==> src/rtl/frog_pkg.sv <==
// Shared definitions for the frog game input path: direction codes and the
// fixed-priority pick used when draining queued moves.
package frog_pkg;

  localparam int NUM_BTNS = 4;

  typedef enum logic [1:0] {
    DIR_UP    = 2'd0,
    DIR_DOWN  = 2'd1,
    DIR_LEFT  = 2'd2,
    DIR_RIGHT = 2'd3
  } dir_e;

  typedef struct packed {
    logic found;
    dir_e dir;
  } pick_t;

  function automatic int max_int(input int a, input int b);
    return (a > b) ? a : b;
  endfunction

  // Lowest set bit wins, so UP beats DOWN beats LEFT beats RIGHT.
  function automatic pick_t pick_highest(input logic [NUM_BTNS-1:0] req);
    pick_t p;
    p.found = 1'b0;
    p.dir   = DIR_UP;
    for (int i = NUM_BTNS - 1; i >= 0; i--) begin
      if (req[i]) begin
        p.found = 1'b1;
        p.dir   = dir_e'(i[1:0]);
      end
    end
    return p;
  endfunction

endpackage

==> src/rtl/button_debounce.sv <==
// One pushbutton: 2-flop synchroniser, stability-count debounce, press event
// and optional hold-to-repeat timer.
module button_debounce
  import frog_pkg::*;
#(
  parameter int DEBOUNCE_CYCLES = 250000,
  parameter int REPEAT_EN       = 1,
  parameter int HOLD_CYCLES     = 50000000,
  parameter int REPEAT_CYCLES   = 12500000
) (
  input  logic clk,
  input  logic reset,
  input  logic btn_n,
  output logic level,
  output logic evt
);

  localparam int DB_W = max_int($clog2(DEBOUNCE_CYCLES), 1);
  localparam int HC_W = max_int($clog2(max_int(HOLD_CYCLES, REPEAT_CYCLES)), 1);

  logic            sync1;
  logic            sync2;
  logic [DB_W-1:0] db_cnt;
  logic            flip;
  logic            press_now;

  always_ff @(posedge clk or posedge reset) begin
    if (reset) begin
      sync1 <= 1'b0;
      sync2 <= 1'b0;
    end else begin
      sync1 <= ~btn_n;
      sync2 <= sync1;
    end
  end

  assign flip      = (sync2 != level) && (db_cnt == DB_W'(DEBOUNCE_CYCLES - 1));
  assign press_now = flip && sync2;

  always_ff @(posedge clk or posedge reset) begin
    if (reset) begin
      db_cnt <= '0;
      level  <= 1'b0;
    end else if (sync2 == level) begin
      db_cnt <= '0;
    end else if (flip) begin
      level  <= sync2;
      db_cnt <= '0;
    end else begin
      db_cnt <= db_cnt + 1'b1;
    end
  end

  generate
    if (REPEAT_EN != 0) begin : g_rpt
      logic [HC_W-1:0] hold_cnt;
      logic            first;
      logic            rpt_tc;

      // First repeat waits the long hold delay, later ones the short period.
      assign rpt_tc = first ? (hold_cnt == HC_W'(HOLD_CYCLES - 1))
                            : (hold_cnt == HC_W'(REPEAT_CYCLES - 1));

      always_ff @(posedge clk or posedge reset) begin
        if (reset) begin
          hold_cnt <= '0;
          first    <= 1'b0;
          evt      <= 1'b0;
        end else begin
          evt <= 1'b0;
          if (press_now) begin
            evt      <= 1'b1;
            hold_cnt <= '0;
            first    <= 1'b1;
          end else if (!level || flip) begin
            // Released, or being released this cycle: no repeat may slip out.
            hold_cnt <= '0;
            first    <= 1'b0;
          end else if (rpt_tc) begin
            evt      <= 1'b1;
            hold_cnt <= '0;
            first    <= 1'b0;
          end else begin
            hold_cnt <= hold_cnt + 1'b1;
          end
        end
      end
    end else begin : g_norpt
      always_ff @(posedge clk or posedge reset) begin
        if (reset) evt <= 1'b0;
        else       evt <= press_now;
      end
    end
  endgenerate

endmodule

==> src/rtl/frog_input_conditioner.sv <==
// Pushbuttons to move commands: per-button conditioning, sticky per-direction
// pending bits, fixed-priority pick and a valid/ready output register.
module frog_input_conditioner
  import frog_pkg::*;
#(
  parameter int DEBOUNCE_CYCLES = 250000,
  parameter int REPEAT_EN       = 1,
  parameter int HOLD_CYCLES     = 50000000,
  parameter int REPEAT_CYCLES   = 12500000
) (
  input  logic       clk,
  input  logic       reset,
  input  logic       btn_up_n,
  input  logic       btn_down_n,
  input  logic       btn_left_n,
  input  logic       btn_right_n,
  input  logic       move_ready,
  output logic       move_valid,
  output logic [1:0] move_dir,
  output logic [3:0] held
);

  logic [NUM_BTNS-1:0] btn_n;
  logic [NUM_BTNS-1:0] lvl;
  logic [NUM_BTNS-1:0] evt;
  logic [NUM_BTNS-1:0] pending;
  logic [NUM_BTNS-1:0] pending_clr;
  pick_t               pick;
  logic                load;

  // Bit index equals the direction code.
  assign btn_n = {btn_right_n, btn_left_n, btn_down_n, btn_up_n};

  generate
    for (genvar i = 0; i < NUM_BTNS; i++) begin : g_btn
      button_debounce #(
        .DEBOUNCE_CYCLES(DEBOUNCE_CYCLES),
        .REPEAT_EN      (REPEAT_EN),
        .HOLD_CYCLES    (HOLD_CYCLES),
        .REPEAT_CYCLES  (REPEAT_CYCLES)
      ) u_btn (
        .clk  (clk),
        .reset(reset),
        .btn_n(btn_n[i]),
        .level(lvl[i]),
        .evt  (evt[i])
      );
    end
  endgenerate

  assign held = lvl;
  assign load = !move_valid || move_ready;
  assign pick = pick_highest(pending);

  always_comb begin
    pending_clr = '0;
    if (load && pick.found) pending_clr[pick.dir] = 1'b1;
  end

  // Set wins over clear so an event landing on the load cycle is kept.
  always_ff @(posedge clk or posedge reset) begin
    if (reset) pending <= '0;
    else       pending <= (pending & ~pending_clr) | evt;
  end

  always_ff @(posedge clk or posedge reset) begin
    if (reset) begin
      move_valid <= 1'b0;
      move_dir   <= DIR_UP;
    end else if (load) begin
      move_valid <= pick.found;
      if (pick.found) move_dir <= pick.dir;
    end
  end

endmodule
==> config.mk <==
export PLATFORM = sky130hd
export DESIGN_NAME = frog_input_conditioner
export DESIGN_NICKNAME = d
export VERILOG_FILES = /design/src/rtl/frog_pkg.sv /design/src/rtl/button_debounce.sv /design/src/rtl/frog_input_conditioner.sv
export SDC_FILE = /design/constraint.sdc
export NUM_CORES = 1
export LEC_CHECK = 0
export ABC_CLOCK_PERIOD_IN_PS = 5600
export CORE_MARGIN = 4
export CORE_UTILIZATION = 35
export DETAILED_ROUTE_END_ITERATION = 7
export PLACE_DENSITY = 0.59
export SKIP_CTS_REPAIR_TIMING = 1
export SLEW_MARGIN = 20
export SYNTH_ARGS = -nofsm -noshare
export SYNTH_HDL_FRONTEND = slang
export SYNTH_HIERARCHICAL = 1
export SYNTH_SLANG_ARGS = --single-unit
==> constraint.sdc <==
create_clock -name clk -period 5.6 [get_ports clk]
set_clock_uncertainty 0.05 [all_clocks]
set_input_delay 1.68 -clock clk [delete_from_list [all_inputs] [get_ports clk]]
set_output_delay 1.68 -clock clk [all_outputs]
set_load 0.01 [all_outputs]
# Yosys cells after proc, flatten, opt, wreduce, memory -nomap -nowiden
# Cells that the tools add are included.
[word_totals]
mem_bits_rw = 0
n_memories = 0
out_inout_bits = 7
reg_bits = 203
in_bits = 7
latch_bits = 0
romBits = 0
[classes]
bitwise_logic = 11
shift = 0
n_mux = 55
eq_ne = 20
addsub = 8
reduce_logical = 29
magnitude_cmp = 2
mul = 0
div = 0
[ops]
columns = ["cell", "count"]
rows = [
  ["2-to-1 mux 26 bit", 12],
  ["2-to-1 mux 18 bit", 8],
  ["adder 26 x 1 -> 26 bit, second input constant", 4],
  ["equality test 26 x 24 -> 1 bit, second input constant", 4],
  ["equality test 26 bit, second input constant", 4],
  ["adder 18 x 1 -> 18 bit, second input constant", 4],
  ["equality test 18 bit, second input constant", 4],
  ["2-to-1 mux 1 bit", 29],
  ["2-to-1 mux 3 bit", 4],
  ["nonzero test 3 bit", 4],
  ["logical AND 1 bit", 10],
  ["AND reduction 2 bit", 5],
  ["NOT 1 bit", 8],
  ["logical NOT 1 bit", 5],
  ["logical OR 1 bit", 5],
  ["AND 4 bit", 1],
  ["equality test 1 bit", 4],
  ["2-to-1 mux 4 bit", 1],
  ["inequality test 1 bit", 4],
  ["NOT 4 bit", 1],
  ["bitwise OR 4 bit", 1],
  ["< comparator 2 x 3 -> 1 bit, second input constant", 1],
  ["demux 1 bit (select 2 bit)", 1],
  ["greater-or-equal comparator 2 x 1 -> 1 bit, second input constant", 1],
]

# Longest topological paths before layout
[depth]
word_depth = 12
mapped_depth = 7

# Modules after synthesis
# The synthesis kept the hierarchy.
[by_module_without_submodules]
columns = ["module", "instances", "area_per_inst_um2", "cells_each", "seq_area_each_um2"]
rows = [
  ["button_debounce", 4, 2342.2, 237, 1226.2],
  ["frog_input_conditioner", 1, 299.0, 28, 175.2],
]

# Worst setup path after synthesis
# No wires, ideal clock.
[synth_path]
path_kind = "input -> register"
startpoint = "input port move_ready"
endpoint = "register move_dir[0]"
cell_stages = 3
setup_slack_ps = 3382
arrival_ps = 2047
cell_sequence = "nor2b_4 > nor2_1 > o22a_1"
[synth_via]
elab_chain_cells = 2
[synth_rtl]
columns = ["element", "line", "text"]
rows = [
  ["start, declared", "frog_input_conditioner.sv:17", "input logic move_ready,"],
  ["logical OR 1 bit", "frog_input_conditioner.sv:52", "assign load = !move_valid || move_ready;"],
  ["AND reduction 2 bit (no line)", "-", ""],
  ["end signal, assigned", "frog_input_conditioner.sv:72", "if (pick.found) move_dir <= pick.dir;"],
  ["end, declared", "frog_input_conditioner.sv:19", "output logic [1:0] move_dir,"],
]
# No other way between the ends.
# A chain may end at the register's enable or synchronous reset.

# Worst setup path in the final report
[layout_path]
startpoint = "register g_btn[1].u_btn.level"
endpoint = "output port held[1]"
[layout_lines]
columns = ["element", "line", "text"]
rows = [
  ["start, declared", "button_debounce.sv:14", "output logic level,"],
  ["start signal, assigned", "button_debounce.sv:47", "level <= sync2;"],
  ["end, declared", "frog_input_conditioner.sv:20", "output logic [3:0] held"],
]
# No word-level cell between the ends.

==> reports/qor.yml <==
status: "complete, no violations"
area_growth_syn_to_layout_pct: 14.00
yosysTopAreaCell: "dfrtp_1"
dr.pass1.iters: 4
cts_buffers: 24
syn_inst: 976
regArea_mm2: 0.005080
cts.sinks: 203
ys.warnings.count: 6
mappedNetlistArea_mm2: 0.009668
rows: 60
leakagePower_nw: 4.498
cts_max_level: 1
holdWs_ps: 298.3
multi_input_area_mm2: 0.004417
finalHoldViolCount: 0
layout.nets: 1018
setup_tns_ps: 0
yosysTopAreaCellShare: 0.5254
grt_pass1_wl_um: 31730
nFillCells: 2607
worstPathRequired_ps: 3870
core_mm2: 0.02710
cpPeakStageDelay_ps: 610
cts_tree: "built"
peakVddDrop_mv: 0.1873
die_w_um: 174.2
grt_pass1_vias: 6549
syn_avg_cell_area_um2: 9.906
max_freq_mhz: 300.6
start_kind: "register"
via_per_inst: 4.784
max-slew-margin-rel: 0.4287
wl_um: 17630
synthTopCellsByArea: "dfrtp_1 (53%), xor2_1 (9.8%), nor2_1 (9.1%)"
timing.critical_path.slowest_stage_cell: "clkdlybuf4s50_1"
dieArea_mm2: 0.03035
clk_pin_slew_ps: 60
wl_per_cell_um: 12.67
seq_area_frac_synth: 0.5254
detail-route-antenna-nets: 0
cp.arrival_ps: 1600
start_util: 0.3567
portBuffers: 13
crit_buf_inv: 1
hpwl_um: 11500
clock_latency_ps: 510
ys_ff_latch: 203
cp_top_family: "buffers and inverters"
powerDensity_mw_per_mm2: 284.6
fin_crit_sh: 0.5941
n_antenna_cell: 0
remaining_drc_errors: 0
ys_async_sr_fraction: 1.000
drt_iter0_markers: 498
endpoint_kind: "output pin"
finalMaxSlewViolations: 0
via_count: 6655
post-place-ws_ps: 2267
grt_use_total: 0.1196
grt_max_degree: 50
ctsLongestPathBuffers: 3
cap_viol_max_count: 0
pin_count: 14
fin_ws_ps: 2273
yosysUniqueCellTypes: 35
total_power_w: 0.003137
max_slew.worst_pin.slew_ps: 856.0
synth_nets: 991
gp_congestion: 0.7614
criticalPathCategory: "register to output pin"
antenna_found_initial: 0
root_buffer: "clkbuf_16"
grt_setup_unrepaired: "false"
grt_overflow: 0
min_period_ps: 3327
path_max_fanout: 7
setup_viol: 0
synth-edff-count: 0
hold_class: "register to register"
layout-drive-gt1-share: 0.06673
path_cells: "clkdlybuf4s50_1"
fp.dieH_um: 174.2
synth_flop_cell: "dfrtp_1"
routing by layer:
layer  routed length, um  vias up  part of all wire  track usage
li1                    -     3363                 -            -
met1                9016     3199              0.51       0.1742
met2                7569       65              0.43       0.1816
met3                 667       28             0.038      0.02240
met4                 376        0             0.021      0.03662
met5                   0        -                 0            0
per-stage QoR:
step,area (um^2),utilization,std cells
floorplan,9668,-,976
global placement,10160,0.3748,1349
detailed placement,10160,0.3748,1349
CTS,10980,0.4052,1391
global route,11020,0.4067,1391
finish,11020,0.4067,1391
final timing paths:
| check | start | endpoint | slack [ps] | depth (start not counted) |
|---|---|---|---|---|
| min in group asynchronous | reset | move_dir[1] | 1670 | 2 |
| hold / removal | g_btn[3].u_btn/sync1 | g_btn[3].u_btn/sync2 | 300 | 0 |
| setup / recovery | g_btn[1].u_btn/level | held[1] | 2270 | 1 |
| setup reg to reg | g_btn[1].u_btn/g_rpt.hold_cnt[14] | g_btn[1].u_btn/evt | 3300 | 4 |
| hold reg to reg | g_btn[3].u_btn/sync1 | g_btn[3].u_btn/sync2 | 300 | 0 |
| max in group asynchronous | reset | g_btn[1].u_btn/db_cnt[10] | 3110 | 2 |
logic make-up after synthesis:
group,Yosys count,share of synthesized area
AO/OA/AOI/OAI,23,0.02096
XOR/XNOR,164,0.1486
adder cells (fa/ha/maj),8,0.01035
buffers and inverters,39,0.02135
flip-flops,203,0.5254
multiplexers,4,0.004659
AND/OR/NAND/NOR,535,0.2687
power breakdown:
group          switching [W]  internal, W  total (W)  leakage (nW)
clock network       0.000597     0.000992    0.00159         0.396
registers          0.0000114      0.00148    0.00149          2.80
logic              0.0000441    0.0000144  0.0000585          1.30
synth_stat cells (5+ instances only):
cell and number:
and3_1 32, and4_1 8, buf_6 8, dfrtp_1 203, ha_1 8, inv_1 26, nand2_1 65, nand2b_1 5
nand3_1 76, nand4_1 52, nor2_1 235, nor3_1 12, nor3_2 5, nor4_1 20, o22a_1 6, xnor2_1 56
xor2_1 108
cell type report:
class                           instances  area share
Tap cell                              372     0.04223
Clock buffer                           31     0.06153
Timing Repair Buffer                   13     0.01181
Inverter                               27    0.009649
Clock inverter                         11     0.01317
Sequential cell                       203      0.4609
Multi-Input combinational cell        734      0.4007
cell usage in the layout, fill, tap and decap left out, types with 6 or more instances in the layout:
| cell | synthesis | layout |
|---|---|---|
| nand2_1 | 65 | 65 |
| nor4_1 | 20 | 20 |
| nor3_1 | 12 | 12 |
| nor2_1 | 235 | 235 |
| clkdlybuf4s50_1 | 0 | 13 |
| xor2_1 | 108 | 108 |
| nand4_1 | 52 | 52 |
| clkinv_2 | 0 | 7 |
| dfrtp_1 | 203 | 203 |
| o22a_1 | 6 | 6 |
| and4_1 | 8 | 8 |
| nand3_1 | 76 | 76 |
| ha_1 | 8 | 8 |
| and3_1 | 32 | 32 |
| xnor2_1 | 56 | 56 |
| inv_1 | 26 | 22 |
| clkbuf_16 | 0 | 25 |
worst register-to-register path: cells and delay by family, from the launching register on:
family	cells	cell delay (ps)
AO/OA/AOI/OAI	2	790
flip-flops	1	450
AND/OR/NAND/NOR	2	830
flip-flops by register name, indices dropped and copies added, names as in the netlist:
register	flops
move_valid	1
g_btn.u_btn/sync1	4
g_btn.u_btn/sync2	4
pending	4
g_btn.u_btn/g_rpt.first	4
g_btn.u_btn/level	4
g_btn.u_btn/evt	4
g_btn.u_btn/g_rpt.hold_cnt	104
move_dir	2
g_btn.u_btn/db_cnt	72
(Power assumes the default switching activity.)
